File: src/rtl/filt_seq_pkg.sv
`default_nettype none
// ============================================================================
// Module   : filt_seq_pkg
// Purpose  : Shared state encoding and parameter defaults for the click-free
//            filter-mode sequencer.
// Revision : 1.0 - initial release
// ============================================================================
package filt_seq_pkg;

  // Sequencer phases around a filter-mode change
  typedef enum logic [2:0] {
    RUN     = 3'd0,
    RAMP_DN = 3'd1,
    SWITCH  = 3'd2,
    FLUSH   = 3'd3,
    RAMP_UP = 3'd4
  } filt_seq_state_t;

  localparam int         c_bit_width_def     = 24;
  localparam int         c_gain_bits_def     = 5;
  localparam int         c_flush_samples_def = 16;
  localparam logic [2:0] c_sel_init_def      = 3'b000;

endpackage
`default_nettype wire

File: src/rtl/filt_sel_sequencer_gain_scaler.sv
`default_nettype none
// ============================================================================
// Module   : gain_scaler
// Purpose  : Registered signed gain stage. Scales the filter output by
//            gain/2**GAIN_BITS on every sample strobe and flags the result.
// Revision : 1.0 - initial release
// ============================================================================
module gain_scaler #(
  parameter int BIT_WIDTH = 24,
  parameter int GAIN_BITS = 5
) (
  input  logic                   clk,
  input  logic                   reset_n,
  input  logic                   i_sample_en,
  input  logic [GAIN_BITS:0]     i_gain,
  input  logic [BIT_WIDTH-1:0]   i_filt_q,
  output logic [BIT_WIDTH-1:0]   o_q,
  output logic                   o_q_valid
);

  // Full product width: signed sample times an unsigned gain of GAIN_BITS+1 bits
  localparam int c_pw = BIT_WIDTH + GAIN_BITS + 1;

  logic [c_pw-1:0]      w_a;
  logic [c_pw-1:0]      w_b;
  logic [c_pw-1:0]      w_prod;
  logic [GAIN_BITS:0]   w_unused_bits;
  logic [BIT_WIDTH-1:0] r_q;
  logic                 r_valid;

  // Both operands extended to the product width so the multiply is exact
  assign w_a    = {{(c_pw-BIT_WIDTH){i_filt_q[BIT_WIDTH-1]}}, i_filt_q};
  assign w_b    = {{(c_pw-GAIN_BITS-1){1'b0}}, i_gain};
  assign w_prod = $signed(w_a) * $signed(w_b);

  // Arithmetic shift by GAIN_BITS then truncate; gain never exceeds unity so
  // the discarded top bit is always a copy of the sign
  assign w_unused_bits = {w_prod[c_pw-1], w_prod[GAIN_BITS-1:0]};

  // Capture the scaled sample on each strobe; valid follows the strobe by one clk
  always_ff @(posedge clk) begin
    if (!reset_n) begin
      r_q     <= '0;
      r_valid <= 1'b0;
    end else begin
      r_valid <= i_sample_en;
      if (i_sample_en) begin
        r_q <= w_prod[BIT_WIDTH+GAIN_BITS-1:GAIN_BITS];
      end
    end
  end

  assign o_q       = r_q;
  assign o_q_valid = r_valid;

endmodule
`default_nettype wire

File: src/rtl/filt_sel_sequencer.sv
`default_nettype none
// ============================================================================
// Module   : filt_sel_sequencer
// Purpose  : Click-free mode controller for the selectable FIR filter. Ramps
//            the output gain down, switches filter mode, mutes while the
//            delay line flushes, then ramps the gain back up.
// Revision : 1.0 - initial release
// ============================================================================
module filt_sel_sequencer
  import filt_seq_pkg::*;
#(
  parameter int         BIT_WIDTH     = c_bit_width_def,
  parameter int         GAIN_BITS     = c_gain_bits_def,
  parameter int         FLUSH_SAMPLES = c_flush_samples_def,
  parameter logic [2:0] SEL_INIT      = c_sel_init_def
) (
  input  logic                 clk,
  input  logic                 reset_n,
  input  logic                 i_sample_en,
  input  logic [2:0]           i_sel_req,
  output logic [2:0]           o_filt_sel,
  input  logic [BIT_WIDTH-1:0] i_filt_q,
  output logic [BIT_WIDTH-1:0] o_q,
  output logic                 o_q_valid,
  output logic                 o_busy
);

  localparam int c_cnt_w = (FLUSH_SAMPLES > 1) ? $clog2(FLUSH_SAMPLES) : 1;

  localparam logic [GAIN_BITS:0] c_gain_one = (GAIN_BITS+1)'(1);
  localparam logic [GAIN_BITS:0] c_gain_max = (GAIN_BITS+1)'(2**GAIN_BITS);
  localparam logic [GAIN_BITS:0] c_gain_pen = c_gain_max - c_gain_one;
  localparam logic [c_cnt_w-1:0] c_cnt_one  = c_cnt_w'(1);
  localparam logic [c_cnt_w-1:0] c_cnt_last = c_cnt_w'(FLUSH_SAMPLES-1);

  filt_seq_state_t      r_state;
  logic [GAIN_BITS:0]   r_gain;
  logic [c_cnt_w-1:0]   r_cnt;
  logic [2:0]           r_filt_sel;
  logic                 r_busy;
  logic                 w_mismatch;

  assign w_mismatch = (i_sel_req != r_filt_sel);

  // Mode-change sequencer: gain ramps and flush count advance per strobe only
  always_ff @(posedge clk) begin
    if (!reset_n) begin
      r_state    <= FLUSH;
      r_gain     <= '0;
      r_cnt      <= '0;
      r_filt_sel <= SEL_INIT;
      r_busy     <= 1'b1;
    end else begin
      case (r_state)
        RUN: begin
          if (w_mismatch) begin
            r_state <= RAMP_DN;
            r_busy  <= 1'b1;
          end
        end

        RAMP_DN: begin
          // Entry from an early ramp-up abort can arrive with gain already 0;
          // clamp rather than wrap
          if (i_sample_en) begin
            if (r_gain <= c_gain_one) begin
              r_gain  <= '0;
              r_state <= SWITCH;
            end else begin
              r_gain <= r_gain - c_gain_one;
            end
          end
        end

        SWITCH: begin
          r_filt_sel <= i_sel_req;
          r_cnt      <= '0;
          r_state    <= FLUSH;
        end

        FLUSH: begin
          if (i_sample_en) begin
            if (r_cnt == c_cnt_last) begin
              r_cnt   <= '0;
              r_state <= w_mismatch ? SWITCH : RAMP_UP;
            end else begin
              r_cnt <= r_cnt + c_cnt_one;
            end
          end
        end

        RAMP_UP: begin
          // A new request wins over a coincident strobe: gain holds this cycle
          if (w_mismatch) begin
            r_state <= RAMP_DN;
          end else if (i_sample_en) begin
            r_gain <= r_gain + c_gain_one;
            if (r_gain == c_gain_pen) begin
              r_state <= RUN;
              r_busy  <= 1'b0;
            end
          end
        end

        default: begin
          r_state <= FLUSH;
          r_gain  <= '0;
          r_cnt   <= '0;
          r_busy  <= 1'b1;
        end
      endcase
    end
  end

  gain_scaler #(
    .BIT_WIDTH (BIT_WIDTH),
    .GAIN_BITS (GAIN_BITS)
  ) u_gain_scaler (
    .clk         (clk),
    .reset_n     (reset_n),
    .i_sample_en (i_sample_en),
    .i_gain      (r_gain),
    .i_filt_q    (i_filt_q),
    .o_q         (o_q),
    .o_q_valid   (o_q_valid)
  );

  assign o_filt_sel = r_filt_sel;
  assign o_busy     = r_busy;

endmodule
`default_nettype wire

File: config.mk
export PLATFORM = sky130hd
export DESIGN_NAME = filt_sel_sequencer
export DESIGN_NICKNAME = d
export VERILOG_FILES = /design/src/rtl/filt_seq_pkg.sv /design/src/rtl/filt_sel_sequencer_gain_scaler.sv /design/src/rtl/filt_sel_sequencer.sv
export SDC_FILE = /design/constraint.sdc
export NUM_CORES = 1
export LEC_CHECK = 0
export CAP_MARGIN = 10
export CORE_MARGIN = 2
export CORE_UTILIZATION = 40
export DETAILED_ROUTE_END_ITERATION = 8
export PLACE_DENSITY = 0.68
export SLEW_MARGIN = 20
export SYNTH_ARGS = -nofsm -noshare
export SYNTH_HDL_FRONTEND = slang
export SYNTH_SLANG_ARGS = --single-unit
File: constraint.sdc
create_clock -name clk -period 4.8 [get_ports clk]
set_input_delay 0.96 -clock clk [delete_from_list [all_inputs] [get_ports clk]]
set_output_delay 0.96 -clock clk [all_outputs]
set_load 0.05 [all_outputs]
# Word-level counts from Yosys, hierarchy flattened
# Index checks and enable logic that the tools add are counted.
dict set report totals {
  ramBits 0
  mem_bits_ro 0
  inputBits 30
  latch_bits 0
  n_memories 0
  ff_bits 42
}
dict set report op_classes {
  n_shift 0
  n_div 0
  reduce_logical 8
  n_mux 23
  n_mul 1
  addsub 3
  eq_ne 17
  n_bitwise 3
  n_lt_le_gt_ge 1
}
# op n
set ops {}
lappend ops {{multiplier 24 x 7 -> 29 bit} 1}
lappend ops {{two-way mux 3 bit} 9}
lappend ops {{two-way mux 6 bit} 4}
lappend ops {{one-hot mux 6 bit (3 select lines)} 1}
lappend ops {{!= test 2 bit, second input constant} 8}
lappend ops {{one-hot mux 3 bit (4 select lines)} 1}
lappend ops {{OR reduction 3 bit} 3}
lappend ops {{two-way mux 4 bit} 2}
lappend ops {{one-hot mux 4 bit (2 select lines)} 1}
lappend ops {{AND reduction 7 bit} 1}
lappend ops {{adder 6 x 1 -> 6 bit, second input constant} 1}
lappend ops {{== test 3 x 2 -> 1 bit, second input constant} 2}
lappend ops {{== test 6 x 5 -> 1 bit, second input constant} 1}
lappend ops {{less-or-equal comparator 6 x 1 -> 1 bit, second input constant} 1}
lappend ops {{!= test 3 bit, second input constant} 2}
lappend ops {{subtractor 6 x 1 -> 6 bit, second input constant} 1}
lappend ops {{AND reduction 5 bit} 1}
lappend ops {{adder 4 x 1 -> 4 bit, second input constant} 1}
lappend ops {{== test 4 bit, second input constant} 1}
lappend ops {{two-way mux 1 bit} 4}
lappend ops {{AND reduction 4 bit} 1}
lappend ops {{== test 3 x 1 -> 1 bit, second input constant} 1}
lappend ops {{== test 3 bit, second input constant} 1}
lappend ops {{zero test 3 bit} 1}
lappend ops {{other kinds (4)} 6}

# Longest topological paths before layout
# Gate-level depths: netlist of run 1.
dict set report depth {
  ltp_word 5
  ltp_mapped 19
  depth_no_buf 17
}

# Hierarchy
# A second synthesis of run 1 with hierarchy kept.
dict set report hier_totals {
  cells_unflattened 761
  hier_area_um2 6647.6
}
# module area_per_inst_um2 instances cells_each
set by_module_without_submodules {}
lappend by_module_without_submodules {gain_scaler 5545.3 1 619}
lappend by_module_without_submodules {filt_sel_sequencer 1102.3 1 142}

# Least setup slack after synthesis of run 1
# No wires, ideal clock.
dict set report synth_timing {
  kind {input to register}
  start {in i_filt_q[13]}
  end {reg u_gain_scaler.r_q[23] (netlist: u_gain_scaler.o_q[23])}
  setup_ns 0.063
  path_stages 15
  path_buffers 0
  t_arrival_ns 4.983
  path_slack_ns -0.246
  path_cell_list {and2_1 -> fa_1 -> fa_1 -> fa_1 -> inv_1 -> fa_1 -> inv_1 -> ha_1 -> a21oi_1 -> o211ai_1 -> a221o_1 -> a2bb2oi_2 -> nand3b_1 -> a2111o_1 -> nand3_1}
}
dict set report synth_via {
  elab_chain_cells 1
}
# element line
set synth_lines {}
lappend synth_lines {{start, declared} filt_sel_sequencer.sv:22} ;# input logic [BIT_WIDTH-1:0] i_filt_q,
lappend synth_lines {{multiplier 24 x 7 -> 29 bit} filt_sel_sequencer_gain_scaler.sv:34} ;# assign w_prod = $signed(w_a) * $signed(w_b);
lappend synth_lines {{end signal, assigned} filt_sel_sequencer_gain_scaler.sv:48} ;# r_q <= w_prod[BIT_WIDTH+GAIN_BITS-1:GAIN_BITS];
lappend synth_lines {{end, declared} filt_sel_sequencer_gain_scaler.sv:28} ;# logic [BIT_WIDTH-1:0] r_q;
# Every way passes these cells.
# A chain may end at the register's enable or synchronous reset.

# Final worst setup path of run 1
dict set report layout_timing {
  start {in i_filt_q[5]}
  end {reg u_gain_scaler.r_q[22] (netlist: u_gain_scaler.o_q[22])}
}
# Same word-level chain as after synthesis.

==> reports/summary.log, run 1 <==
[die] Rows 47
[power_and_ir_drop] internal power 599 µW
[timing] Slew HR 48.3%
[routing] first-pass detailed-route iteration total 5
[logic_synthesis] count of flip-flops with a built-in enable after synthesis 0
[timing] unrepaired setup endpoints after global routing true
[routing] Routed Antenna Nets 0
[clock_network] CTS Sinks 42
[placed_design] post-detail-place hpwl 13400 µm
[timing] actual slew at the worst max-slew pin 0.776 ns
[run_status] violations in the final reports negative setup slack
[worst_setup_path] Worst Path Max Fanout 4
[run_status] outcome complete, but fails checks
[power_and_ir_drop] sequential fraction of design power 45.0%
[routing] average via count per standard cell 5.11
[hold_path] path category of the worst min-delay check flip-flop to flip-flop
[global_route] vias in the first global route 5930
[global_route] global-route wire length before repair 28700 µm
[clock_network] buffer depth of the longest clock path 2
[logic_synthesis] count of warnings emitted by yosys 0
[worst_setup_path] kind of end point of the critical path flip-flop
[die] Die Span Y 133 µm
[clock_network] TritonCTS clock tree yes
[timing] final hold violation count 0
[timing] post-route clock period utilization 103%
[global_route] antenna violations before repair 1
[clock_network] Num CTS Buffers 5
[logic_synthesis] register area share after synthesis 12.7%
[global_route] maximum number of pins on one net before global-route repair 36
[worst_setup_path] data arrival time of the critical path 5.13 ns
[timing] Min Hold Slack 0.488 ns
[finish] most frequent cells in the layout 105 x sky130_fd_sc_hd__inv_1, 105 x sky130_fd_sc_hd__buf_4, 102 x sky130_fd_sc_hd__and2_1
[clock_network] clock transition time at the flip-flop clock pins of the worst setup and hold paths 0.06 ns
[routing] overall via count from detail_route 5763
[clock_network] clock root buffer master sky130_fd_sc_hd__clkbuf_16
[die] Top Ports 59
[power_and_ir_drop] Static Leakage 4.16 nW
[logic_synthesis] average footprint of a synthesized cell 8.71 µm²
[power_and_ir_drop] clock share of power 43.8%
[worst_setup_path] startpoint kind of the worst setup timing path primary input
[routing] Routed wire per std cell 15.0 µm
[logic_synthesis] share of async-settable or async-resettable flops after synthesis 0%
[placed_design] Port Buffers 58
[worst_setup_path] critical path required time 4.97 ns
[worst_setup_path] worst setup path class primary input to flip-flop
[die] area of the core region 16400 µm²
[die] Die X 133 µm
[timing] final critical path time including I/O delays and setup 4.96 ns
[power_and_ir_drop] power per unit of standard cell area 88.8 nW/µm²
[logic_synthesis] netlist area before placement 6630 µm²
[logic_synthesis] Mapped Nets 943
[power_and_ir_drop] peak supply drop 0.000125 V
[logic_synthesis] number of different library cells in the post-synthesis netlist 59
[finish] layout cells sized above 1 24.8%
[power_and_ir_drop] proportion of power drawn by combinational gates 11.2%
[power_and_ir_drop] net switching power of the design 184 µW
[timing] Final Slew Violations 0
[placed_design] routability congestion estimate from global placement 0.843
[clock_network] worst-skew pair later-pin latency 0.28 ns
[logic_synthesis] post-synthesis instance total 761
[finish] number of nets in the layout 1089
[logic_synthesis] most instantiated flip-flop cell in the synthesis netlist sky130_fd_sc_hd__dfxtp_1
[finish] layout-stage area growth over the synthesis result 33.1%
[run] number of maximum-capacitance constraint violations 0
[timing] total negative setup slack -0.965 ns
[global_route] Total Routing Usage GR 20.0%
[die] initial standard-cell utilization of the core 40.4%
[clock_network] H-tree level count 2
[timing] final worst setup slack -0.164 ns
[global_route] overflow left after global routing 0
[timing] Fmax achieved 0.201 GHz
[routing] DR DRC count 0
[routing] total wire length 16900 µm
[finish] number of antenna cells inserted 0
[routing] initial detailed-routing violation count 327
[timing] final-report setup violation count 12
[power_and_ir_drop] switching fraction of total power 23.5%
[timing] Clock Skew 0.00320 ns
[die] die footprint 17600 µm²
[logic_synthesis] Seq cells post-synth 42
[clock_network] number of buffers inserted for hold repair after clock tree synthesis 0
[finish] number of cells in the finished layout apart from fillers 1128
[placed_design] DP Cell Count 1112
==> synthesized netlist by cell type, types with 3 or more instances <==
cell type / count / area [µm²]
sky130_fd_sc_hd__nand2b_1: 10 / 62.6
sky130_fd_sc_hd__nand3_1: 18 / 90.1
sky130_fd_sc_hd__nand3b_1: 11 / 82.6
sky130_fd_sc_hd__o21bai_1: 3 / 22.5
sky130_fd_sc_hd__a31oi_1: 6 / 37.5
sky130_fd_sc_hd__nor3_1: 10 / 50.1
sky130_fd_sc_hd__inv_1: 110 / 413
sky130_fd_sc_hd__or3_1: 5 / 31.3
sky130_fd_sc_hd__and2_2: 3 / 22.5
sky130_fd_sc_hd__a21oi_1: 33 / 165
sky130_fd_sc_hd__o2111ai_1: 4 / 35.0
sky130_fd_sc_hd__a21o_1: 5 / 37.5
sky130_fd_sc_hd__nand4_1: 6 / 37.5
sky130_fd_sc_hd__nand2_1: 47 / 176
sky130_fd_sc_hd__xor2_1: 5 / 43.8
sky130_fd_sc_hd__dfxtp_1: 42 / 841
sky130_fd_sc_hd__o21a_1: 4 / 30.0
sky130_fd_sc_hd__nor2b_1: 4 / 25.0
sky130_fd_sc_hd__nor2_1: 40 / 150
sky130_fd_sc_hd__o211ai_1: 5 / 37.5
sky130_fd_sc_hd__xnor2_1: 15 / 131
sky130_fd_sc_hd__a22oi_1: 4 / 30.0
sky130_fd_sc_hd__buf_1: 3 / 11.3
sky130_fd_sc_hd__ha_1: 59 / 738
sky130_fd_sc_hd__and2_1: 117 / 732
sky130_fd_sc_hd__and3_1: 4 / 25.0
sky130_fd_sc_hd__o21ai_0: 14 / 70.1
sky130_fd_sc_hd__a221o_1: 3 / 30.0
sky130_fd_sc_hd__fa_1: 93 / 1860
sky130_fd_sc_hd__a211oi_1: 6 / 45.0
sky130_fd_sc_hd__clkbuf_1: 25 / 93.8
sky130_fd_sc_hd__mux2i_1: 9 / 90.1
==> sequential cells by signal, indices dropped and copies added, names as in the netlist <==
name	count
r_gain	6
u_gain_scaler.o_q	24
o_busy	1
r_state	3
r_cnt	4
u_gain_scaler.o_q_valid	1
o_filt_sel	3
==> cells by family after synthesis <==
logic type      count (synthesis)  share of synthesized area, %
xor+xnor                       20                          2.64
mux                             9                          1.36
flops                          42                          12.7
fa+ha+maj                     152                          39.2
simple gates                  287                          24.1
buf+inv                       143                          8.42
compound gates                108                          11.6
==> repair_timing <==
item                                    CTS  global route
setup buffers                             7             1
endpoints found under the setup margin   22            21
pin swaps                                83            20
gates resized for setup                 143            10
==> final cells by class <==
class / count / area [µm²]
tap: 220 / 275
fill: 1488 / 7590
sequential: 42 / 842
multi-input combinational: 576 / 5680
clock buffer: 6 / 139
timing repair buffer: 172 / 1460
clock inverter: 2 / 12.5
inverter: 110 / 413
==> power by group through the flow <==
stage,clock network [mW],logic (mW),registers (mW)
detailed placement,0,0.0909,0.360
global placement,0,0.0904,0.360
floorplan,0,0.0230,0.363
finish,0.343,0.0877,0.352
CTS,0.347,0.0877,0.352
global route,0.366,0.0950,0.352
==> path summary, 6_finish.rpt <==
kind                                end  cells past startpoint  slack, ns                 start
setup / recovery  u_gain_scaler.o_q[22]                     16      -0.16           i_filt_q[5]
hold / removal     u_gain_scaler.o_q[5]                      2       0.49  u_gain_scaler.o_q[5]
setup reg to reg  u_gain_scaler.o_q[23]                     16      -0.07             r_gain[1]
hold reg to reg    u_gain_scaler.o_q[5]                      2       0.49  u_gain_scaler.o_q[5]
==> through the flow <==
stage	util (%)	cell area, µm²	power (mW)	setup slack [ns]
after CTS	53.4	8750	0.787	-0.169
after global routing	53.7	8820	0.813	-0.317
after floorplan	-	6730	0.386	-0.131
after global placement	50.5	8280	0.451	-0.823
final	53.7	8820	0.783	-0.164
after detailed placement	50.5	8280	0.451	-0.913
==> per-layer routing <==
metal	GRT usage [%]	share of wire, %
met1	26.2	45
met2	35.5	50
met3	2.30	3.8
met4	4.30	1.3
met5	0	0
==> critical path: stages <==
cell                       delay [ns]
sky130_fd_sc_hd__buf_8           0.10
sky130_fd_sc_hd__and2_4          0.15
sky130_fd_sc_hd__fa_1            0.56
sky130_fd_sc_hd__inv_1           0.06
sky130_fd_sc_hd__fa_1            0.50
sky130_fd_sc_hd__inv_1           0.05
sky130_fd_sc_hd__fa_1            0.50
sky130_fd_sc_hd__fa_1            0.46
sky130_fd_sc_hd__ha_4            0.30
sky130_fd_sc_hd__nand3_2         0.07
sky130_fd_sc_hd__or3_4           0.37
sky130_fd_sc_hd__a21oi_4         0.17
sky130_fd_sc_hd__o211ai_1        0.18
sky130_fd_sc_hd__a311oi_2        0.44
sky130_fd_sc_hd__or3_1           0.18
sky130_fd_sc_hd__nand3_1         0.07
No activity file was read; power rests on OpenSTA's default activity.
==> run 2: changes to the inputs <==
Settings changed: CORE_ASPECT_RATIO from default to 1.2, GPL_TIMING_DRIVEN from default to 0.
Clock period 4.8 ns to 4.35 ns, I/O delays scaled along.
==> run 2 against run 1 <==
  * The flow still finishes with violations (negative setup slack)
  * Setup slack worse by 0.39 ns
  * Non-clock buffer count down 58
  * Count of clock-buffer cells in the layout unchanged
  * Combinational power down 9.1%
  * Routed wire length up 8.3%
  * Power up 6.6%
  * Sequential share of layout area up 0.62 points
  * Sequential power up 10%
  * Global-route usage up 1.5 points
  * Clock power up 7.3%
  * First-iteration DRC count down 8.3%
==> reports/summary.log, run 2 (same netlist as run 1, synthesis figures left out) <==
[run_status] outcome complete, but fails checks
[run_status] violations in the final reports negative setup slack
[worst_setup_path] stage delay of the slowest cell on the critical path 0.58 ns [+0.02 ns]
[power_and_ir_drop] net switching power of the design 206 µW [+12%]
[die] Rows 51 [+8.5%]
[die] area of the core region 16200 µm² [-1.2%]
[timing] Final Slew Violations 0 [unchanged]
[run] number of maximum-capacitance constraint violations 0 [unchanged]
[die] Top Ports 59 [unchanged]
[power_and_ir_drop] clock share of power 44.0% [+0.2 points]
[hold_path] hold path startpoint u_gain_scaler.o_q[12]
[finish] filler cell count 1500 [+0.81%]
[clock_network] clock transition time at the flip-flop clock pins of the worst setup and hold paths 0.07 ns [about the same]
[clock_network] TritonCTS clock tree yes
[power_and_ir_drop] switching fraction of total power 24.7% [+1.2 points]
[worst_setup_path] startpoint kind of the worst setup timing path primary input
[global_route] Global Route met3 Usage 2.44% [+0.14 points]
[die] Die X 122 µm [-8.5%]
[placed_design] post-detail-place hpwl 13800 µm [+3.2%]
[hold_path] Hold Path Stages 2 [unchanged]
[global_route] met2 global-route usage 38.7% [+3.2 points]
[clock_network] clock root buffer master sky130_fd_sc_hd__clkbuf_16
[worst_setup_path] Worst Path Max Fanout 3 [-1]
[timing] Fmax achieved 0.204 GHz
[power_and_ir_drop] internal power 629 µW [+5.0%]
[timing] total negative setup slack -8.88 ns [-7.92 ns]
[finish] most frequent cells in the layout 107 x sky130_fd_sc_hd__inv_1, 103 x sky130_fd_sc_hd__and2_1, 92 x sky130_fd_sc_hd__fa_1
[finish] max FFs per register 24 [unchanged]
[clock_network] H-tree level count 2 [unchanged]
[routing] overall via count from detail_route 5673 [-1.6%]
[timing] final hold violation count 0 [unchanged]
[die] die footprint 17600 µm² [about the same]
[worst_setup_path] standard cell with the maximum stage delay on the critical path sky130_fd_sc_hd__fa_1
[finish] layout cells sized above 1 17.8% [-7.0 points]
[timing] unrepaired setup endpoints after global routing true
[global_route] Total Routing Usage GR 21.5% [+1.5 points]
[clock_network] Num CTS Buffers 5 [unchanged]
[timing] actual slew at the worst max-slew pin 0.810 ns [+0.0342 ns]
[finish] most frequent standard cell in the layout excluding fill and tap cells sky130_fd_sc_hd__inv_1
[finish] Sequential Area 850 µm² [+0.89%]
[timing] post-route clock period utilization 113%
[worst_setup_path] reg-to-reg slack, setup -0.51 ns [-0.44 ns]
[global_route] global-route wire length before repair 30000 µm [+4.7%]
[timing] Clock Skew 0.00715 ns [+0.00395 ns]
[finish] number of antenna cells inserted 0 [unchanged]
[worst_setup_path] worst flop-to-flop path endpoint u_gain_scaler.o_q[13]
[global_route] antenna violations before repair 0 [-1]
[worst_setup_path] worst reg-to-reg path cell count 18 [+2]
[worst_setup_path] critical-path cell list buf_8 > and2_4 > fa_1 > inv_1 > fa_1 > inv_2 > fa_1 > fa_1 > ha_4 > a21o_1 > a2bb2oi_4 > buf_6 > a211oi_4 > buf_4 > or3_4 > a21oi_2 > xor2_1 > o21ai_1
[timing] final-report setup violation count 22 [+10]
[routing] average via count per standard cell 5.34 [+4.6%]
[power_and_ir_drop] proportion of power drawn by combinational gates 9.5% [-1.7 points]
[routing] DR DRC count 0 [unchanged]
[hold_path] hold-critical path endpoint u_gain_scaler.o_q[12]
[placed_design] Port Buffers 57 [-1.7%]
[worst_setup_path] CP dominant cell by count sky130_fd_sc_hd__fa_1
[global_route] maximum number of pins on one net before global-route repair 14 [-61%]
[hold_path] path category of the worst min-delay check flip-flop to flip-flop
[die] initial standard-cell utilization of the core 40.9% [+0.50 points]
[clock_network] worst-skew pair later-pin latency 0.29 ns [about the same]
[worst_setup_path] source of the critical timing path i_filt_q[3]
[placed_design] routability congestion estimate from global placement 0.852 [+1.0%]
[clock_network] CTS Sinks 42 [unchanged]
[routing] initial detailed-routing violation count 300 [-8.3%]
[timing] final worst setup slack -0.559 ns [-0.394 ns]
[finish] final core utilization 51.5% [-2.2 points]
[routing] Routed wire per std cell 17.2 µm [+15%]
[power_and_ir_drop] Static Leakage 3.89 nW [-6.5%]
[timing] Slew HR 46.0% [-2.3 points]
[worst_setup_path] data arrival time of the critical path 5.09 ns [-0.04 ns]
[die] Die Span Y 145 µm [+9.3%]
[power_and_ir_drop] peak supply drop 0.000133 V [+7.0%]
[finish] number of nets in the layout 1031 [-5.3%]
[global_route] met1 GRT Util 27.3% [+1.0 points]
[power_and_ir_drop] power per unit of standard cell area 100 nW/µm² [+13%]
[global_route] vias in the first global route 5960 [+0.51%]
[clock_network] buffer depth of the longest clock path 2 [unchanged]
[finish] Multi-input gate area 5670 µm² [-0.22%]
[worst_setup_path] critical path required time 4.53 ns [-0.44 ns]
[routing] first-pass detailed-route iteration total 4 [-1]
[power_and_ir_drop] sequential fraction of design power 46.4% [+1.4 points]
[clock_network] number of buffers inserted for hold repair after clock tree synthesis 0 [unchanged]
[finish] layout-stage area growth over the synthesis result 26.0%
[worst_setup_path] Reg-to-Reg Start r_gain[1]
[worst_setup_path] worst setup path class primary input to flip-flop
[routing] total wire length 18300 µm [+8.3%]
[global_route] Top Usage Layer GRT met2
[timing] final critical path time including I/O delays and setup 4.91 ns
[routing] Routed Antenna Nets 0 [unchanged]
[global_route] overflow left after global routing 0 [unchanged]
[worst_setup_path] kind of end point of the critical path flip-flop
run 2: changes by cell type in the layout (fill, tap and decap cells not counted), moves of 4 or more:
cell,delta
sky130_fd_sc_hd__dlygate4sd2_1,-5
sky130_fd_sc_hd__clkbuf_1,+12
sky130_fd_sc_hd__clkdlybuf4s50_1,-4
sky130_fd_sc_hd__ha_1,+4
sky130_fd_sc_hd__buf_2,+5
sky130_fd_sc_hd__buf_4,-83
sky130_fd_sc_hd__clkdlybuf4s15_2,+4
run 2: critical path, delay by kind of cell:
family	cells	cell delay, ns
AO/OA/AOI/OAI	5	0.70
XOR/XNOR	1	0.23
adder cells (fa/ha/maj)	5	2.33
buffers and inverters	5	0.48
AND/OR/NAND/NOR	2	0.47
run 2: worst max path at each step:
stage,endpoint,slack [ns],cells past startpoint
floorplan,u_gain_scaler.o_q[13],-0.49,15
global placement,u_gain_scaler.o_q[22],-1.39,16
detailed placement,u_gain_scaler.o_q[23],-1.44,16
CTS,u_gain_scaler.o_q[21],-0.59,16
global route,u_gain_scaler.o_q[13],-0.71,17
finish,u_gain_scaler.o_q[9],-0.56,18
run 2: metal layers:
metal	wire (µm)	vias to the layer above	part of all wire, %
met3	789	30	4.3
li1	-	2657	-
met2	9330	161	51
met5	0	-	0
met4	462	0	2.5
met1	7720	2825	42
run 2: power groups by stage:
| stage | combinational, mW | sequential (mW) | clock, mW |
|---|---|---|---|
| global placement | 0.0834 | 0.397 | 0 |
| detailed placement | 0.0832 | 0.397 | 0 |
| floorplan | 0.0255 | 0.400 | 0 |
| finish | 0.0797 | 0.388 | 0.368 |
| global route | 0.0863 | 0.388 | 0.394 |
| CTS | 0.0778 | 0.388 | 0.372 |
run 2: final cells by class:
type                    instances  share of cell area [%]
flip-flops and latches         42                    10.2
repair buffers                 84                    9.33
clock buffers                   6                    1.54
plain buffers                  30                    2.77
inverters                     110                    4.94
clock inverters                 2                   0.165
well taps                     212                    3.18
multi-input cells             576                    67.9
run 2: per-stage QoR:
step	setup slack (ns)	area (µm²)	instances	hold slack, ns	total power, mW
6_report	-0.559	8350	1062	0.476	0.835
4_1_cts	-0.593	8240	1059	0.487	0.838
3_5_place_dp	-1.44	7600	1030	0.479	0.480
3_3_place_gp	-1.39	7600	1030	0.475	0.481
2_1_floorplan	-0.491	6770	761	0.471	0.426
5_1_grt	-0.713	8350	1062	0.512	0.868
run 2: what timing repair did:
| action | CTS | global route |
|---|---|---|
| setup buffers | 22 | 6 |
| pin swaps | 63 | 24 |
| endpoints found under the setup margin | 24 | 22 |
| gates cloned | 0 | 0 |
| resized for setup | 173 | 29 |
==> patch 1, RTL diff (config.mk and constraints of run 2) <==
Reset style: asynchronous (`reset_n`), changed in 2 clocked blocks.
--- a/src/rtl/filt_sel_sequencer_gain_scaler.sv
+++ b/src/rtl/filt_sel_sequencer_gain_scaler.sv
@@ -39,5 +39,5 @@
 
   // Capture the scaled sample on each strobe; valid follows the strobe by one clk
-  always_ff @(posedge clk) begin
+  always_ff @(posedge clk or negedge reset_n) begin
     if (!reset_n) begin
       r_q     <= '0;
--- a/src/rtl/filt_sel_sequencer.sv
+++ b/src/rtl/filt_sel_sequencer.sv
@@ -44,5 +44,5 @@
 
   // Mode-change sequencer: gain ramps and flush count advance per strobe only
-  always_ff @(posedge clk) begin
+  always_ff @(posedge clk or negedge reset_n) begin
     if (!reset_n) begin
       r_state    <= FLUSH;
Check against the original RTL: differs if reset_n is asserted again (counterexample within 4 cycles, from zero or initial values and one cycle with reset_n low); with reset_n held inactive, the same outputs for 10 cycles.
==> patch 1 against run 2 <==
- the flow still finishes with violations (negative setup slack)
- clock skew fell by 0.0019 ns
- worst setup slack got worse by 0.092 ns
- die area fell by 1.1%
- area after synthesis fell by 1.2%
- final area rose by 0.27%
- utilization rose by 0.34 points
- register-to-register slack got worse by 0.10 ns
- final cell count fell by 4.7%
- wire length fell by 9.9%
- sequential cell count did not move
- sequential share of layout area rose by 2.5 points
- critical endpoint is now u_gain_scaler.o_q[22]
- largest cell class unchanged
Power is left out: it rests on default switching activity, and per cell area and clock period it moved more than threefold.
==> patch 1: results <==
metrics = {
    "status": {
        "outcome": "finished, violations left",
        "failed_checks": "negative setup slack",
    },
    "yosys": {
        "synth-main-ff-cell": "dfrtp_1",
        "syn-instance-count": 703,
        "synthTopCellsByCount": "and2_1 (118), inv_1 (107), fa_1 (93)",
        "ys_types": 51,
        "synth_compound_area_share_pct": 10.1,
        "synthTopCellsByArea": "fa_1 (28%), dfrtp_1 (15%), and2_1 (11%)",
        "synth_fa_ha_area_share_pct": 39.7,
    },
    "place": {
        "place_congestion": 0.870,
        "dp_hpwl_um": 12600,
        "dp.cells": 974,
        "place_ws_ns": -1.47,
    },
    "grt": {
        "met2_usage_pct": 35.6,
        "grt_first_pass_wirelength_um": 27800,
    },
    "sta": {
        "whs_ns": 0.490,
        "worst_pin_slew_ns": 0.795,
        "setup_viol": 22,
        "fin_ws_ns": -0.651,
    },
    "worst_hold_path": {
        "min_from": "r_cnt[3]",
    },
    "finish": {
        "syn2layout_area_growth_pct": 27.8,
        "num-nonclk-buffers": 115,
        "seq_area_sq_mm": 0.00106,
        "layout-drive-gt1-share_pct": 22.9,
        "clk_share_pct": 1.97,
        "fillers": 1432,
    },
    "routing": {
        "wl_um": 16500,
        "wl_met1_um": 7180,
        "dr_wl_met2_um": 8440,
    },
    "worst_setup_path": {
        "r2r_slack_ns": -0.61,
        "arrival_ns": 5.17,
    },
}
[patch 1: cell types whose count changed after synthesis, sizes merged, moves of 8 or more]
cell,run 2,this run
a21oi,33,21
dfrtp,0,39
dfxtp,42,0
mux2,0,18
nand2,47,58
nand2b,10,2
nand3b,11,0
nor2,40,19
[patch 1: worst max path at each step]
| stage | slack [ns] | cells past startpoint | startpoint | to |
|---|---|---|---|---|
| 2_1_floorplan | -0.60 | 16 | i_filt_q[3] | u_gain_scaler.o_q[9] |
| 3_3_place_gp | -1.50 | 17 | i_filt_q[4] | u_gain_scaler.o_q[22] |
| 3_5_place_dp | -1.47 | 17 | i_filt_q[3] | u_gain_scaler.o_q[22] |
| 4_1_cts | -0.68 | 17 | i_filt_q[5] | u_gain_scaler.o_q[11] |
| 5_1_grt | -0.81 | 19 | r_gain[1] | u_gain_scaler.o_q[22] |
| 6_report | -0.65 | 18 | i_filt_q[5] | u_gain_scaler.o_q[22] |
==> patch 2, RTL diff (config.mk and constraints of run 2) <==
Without the edit above. Set the package constant `c_gain_bits_def` to 10 (it was 5).
--- a/src/rtl/filt_seq_pkg.sv
+++ b/src/rtl/filt_seq_pkg.sv
@@ -18,5 +18,5 @@
 
   localparam int         c_bit_width_def     = 24;
-  localparam int         c_gain_bits_def     = 5;
+  localparam int         c_gain_bits_def     = 10;
   localparam int         c_flush_samples_def = 16;
   localparam logic [2:0] c_sel_init_def      = 3'b000;
Function: no difference found for any inputs over 10 cycles, from zero or initial values and one cycle with reset_n low; that may be too few to reach the edited logic, so the function may still have changed.
==> patch 2 against run 2 <==
- count of clock-buffer cells in the layout shrank 1
- final area rose by 67%
- total power up 26%
- final cell count grew 68%
- sequential cell count grew 5
- largest power group is now clock
- highest routed layer unchanged
- wire length up 66%
- area after synthesis is 66% higher
- utilization is essentially flat
- the run still ends with negative setup slack left
- worst setup slack lost 0.61 ns
==> patch 2: results <==
metrics = {
    "status": {
        "outcome": "finished, violations left",
        "failed_checks": "negative setup slack",
    },
    "worst_setup_path": {
        "cp-end-kind": "flip-flop",
        "r2r_start": "r_gain[5]",
        "worst-path-max-fanout": 8,
        "r2r_cells": 23,
        "crit_start": "i_filt_q[5]",
        "crit_slowest_cell": "fa_1",
        "r2r_end": "u_gain_scaler.o_q[7]",
        "r2r_slack_ns": -1.11,
        "slowest_delay_ns": 0.54,
    },
    "power_and_ir_drop": {
        "p_leak_nw": 6.59,
        "vdd_drop_max_uv": 167,
        "internal_power_uw": 785,
    },
    "grt": {
        "grt_use_total_pct": 22.3,
        "grt_pass1_vias": 10100,
        "grt_start_max_net_pins": 15,
        "antenna_found_initial": 1,
        "grt_first_pass_wirelength_um": 50800,
    },
    "place": {
        "io_buffers": 55,
        "dp.cells": 1700,
        "post_dp_cell_area_sq_mm": 0.0123,
        "place_ws_ns": -2.09,
        "dp_hpwl_um": 23700,
        "place_congestion": 0.918,
    },
    "yosys": {
        "ys_seq_area_share_pct": 8.55,
        "synth_fp_nets": 1632,
        "syn_avg_cell_area_sq_um": 8.44,
        "synthTopCellsByCount": "inv_1 (274), fa_1 (224), nand2_1 (216)",
        "yosys_warnings": 0,
        "synthTopCellsByArea": "fa_1 (41%), inv_1 (9.3%), dfxtp_1 (8.5%)",
        "synth_fa_ha_area_share_pct": 49.0,
        "ys_types": 64,
        "synth_compound_area_share_pct": 8.52,
        "synth-main-ff-cell": "dfxtp_1",
        "synthMuxAreaShare_pct": 0.909,
        "synth_xor_area_share_pct": 2.23,
    },
    "finish": {
        "largest_register_ff_count": 24,
        "fin_cells": 1783,
        "antenna_cells": 0,
        "layout-drive-gt1-share_pct": 21.9,
        "fillers": 2442,
    },
    "routing": {
        "first_iter_violations": 559,
        "wl_um": 30400,
        "dr.pass1.iters": 5,
        "dr_total_vias": 9293,
    },
    "sta": {
        "worst_pin_slew_ns": 0.887,
        "setup_viol": 24,
        "fin_ws_ns": -1.17,
        "skew_ns": 0.00696,
        "whs_ns": 0.477,
        "setup-tns-final_ns": -23.44,
    },
    "worst_hold_path": {
        "hp-class": "reg2reg",
    },
    "clocking": {
        "cts_root_buffer": "clkbuf_16",
        "cts_buffers": 5,
        "cts.clk_slew.worst_paths_ns": 0.07,
        "clockBufferDepth": 2,
    },
}
==> patch 2: cell types whose count changed after synthesis, moves of 6 or more <==
| cell | before | now |
|---|---|---|
| and2_1 | 117 | 81 |
| clkbuf_1 | 25 | 65 |
| fa_1 | 93 | 224 |
| ha_1 | 59 | 73 |
| inv_1 | 110 | 274 |
| nand2_1 | 47 | 216 |
| nand2b_1 | 10 | 4 |
| nand3b_1 | 11 | 2 |
| nor2_1 | 40 | 56 |
| nor3_1 | 10 | 25 |
| xor2_1 | 5 | 13 |
==> patch 2: what timing repair did <==
item | in CTS | in global routing
resized for setup | 239 | 112
buffers inserted | 66 | 14
hold buffers | 0 | 0
pin swaps | 107 | 92
setup endpoints to repair | 24 | 24
==> patch 2: power by group through the flow <==
stage / Combinational (mW) / Sequential [mW] / Clock (mW)
2_1_floorplan: 0.0592 / 0.449 / 0
3_3_place_gp: 0.124 / 0.445 / 0
3_5_place_dp: 0.125 / 0.445 / 0
4_1_cts: 0.164 / 0.435 / 0.439
5_1_grt: 0.188 / 0.435 / 0.463
6_report: 0.178 / 0.435 / 0.442
==> patch 2: layer usage <==
metal / up-vias / global-route usage, % / wire, um / share of wire [%]
li1: 4235 / - / - / -
met1: 4709 / 27.4 / 12000 / 40
met2: 276 / 39.8 / 15500 / 51
met3: 73 / 3.07 / 1610 / 5.3
met4: 0 / 8.37 / 1300 / 4.3
met5: - / 0 / 0 / 0
==> patch 2: how the worst min path moves through the flow <==
stage | from | endpoint | depth (start not counted)
4_1_cts | u_gain_scaler.o_q[11] | u_gain_scaler.o_q[11] | 2
3_3_place_gp | u_gain_scaler.o_q[19] | u_gain_scaler.o_q[19] | 2
5_1_grt | u_gain_scaler.o_q[19] | u_gain_scaler.o_q[19] | 2
2_1_floorplan | r_cnt[2] | r_cnt[2] | 2
3_5_place_dp | u_gain_scaler.o_q[19] | u_gain_scaler.o_q[19] | 2
6_report | u_gain_scaler.o_q[19] | u_gain_scaler.o_q[19] | 2
==> patch 2: cell families (layout without fill, tap and decap cells) <==
group	after synthesis	after routing
simple gates	438	438
buf+inv	350	488
fa+ha+maj	297	297
compound gates	135	135
flops	47	47
xor+xnor	28	28
mux	10	10
==> patch 2: cell type report <==
class	instances	area [sq um]	share of cell area, %
Buffer	72	704	5.05
Clock buffer	5	125	0.896
Clock inverter	2	37.5	0.269
Inverter	276	1040	7.42
Multi-Input combinational cell	908	9510	68.2
Sequential cell	47	948	6.80
Tap cell	340	425	3.05
Timing Repair Buffer	133	1170	8.36
==> patch 2: worst max-delay path: cells and delay by family <==
kind	cells	cell delay, ns
buffers and inverters	9	0.82
xor gates and xnor gates	1	0.19
and+or+nand+nor	4	0.50
AOI/OAI and AO/OA	3	0.42
muxes	1	0.10
adders and majority gates	6	2.83
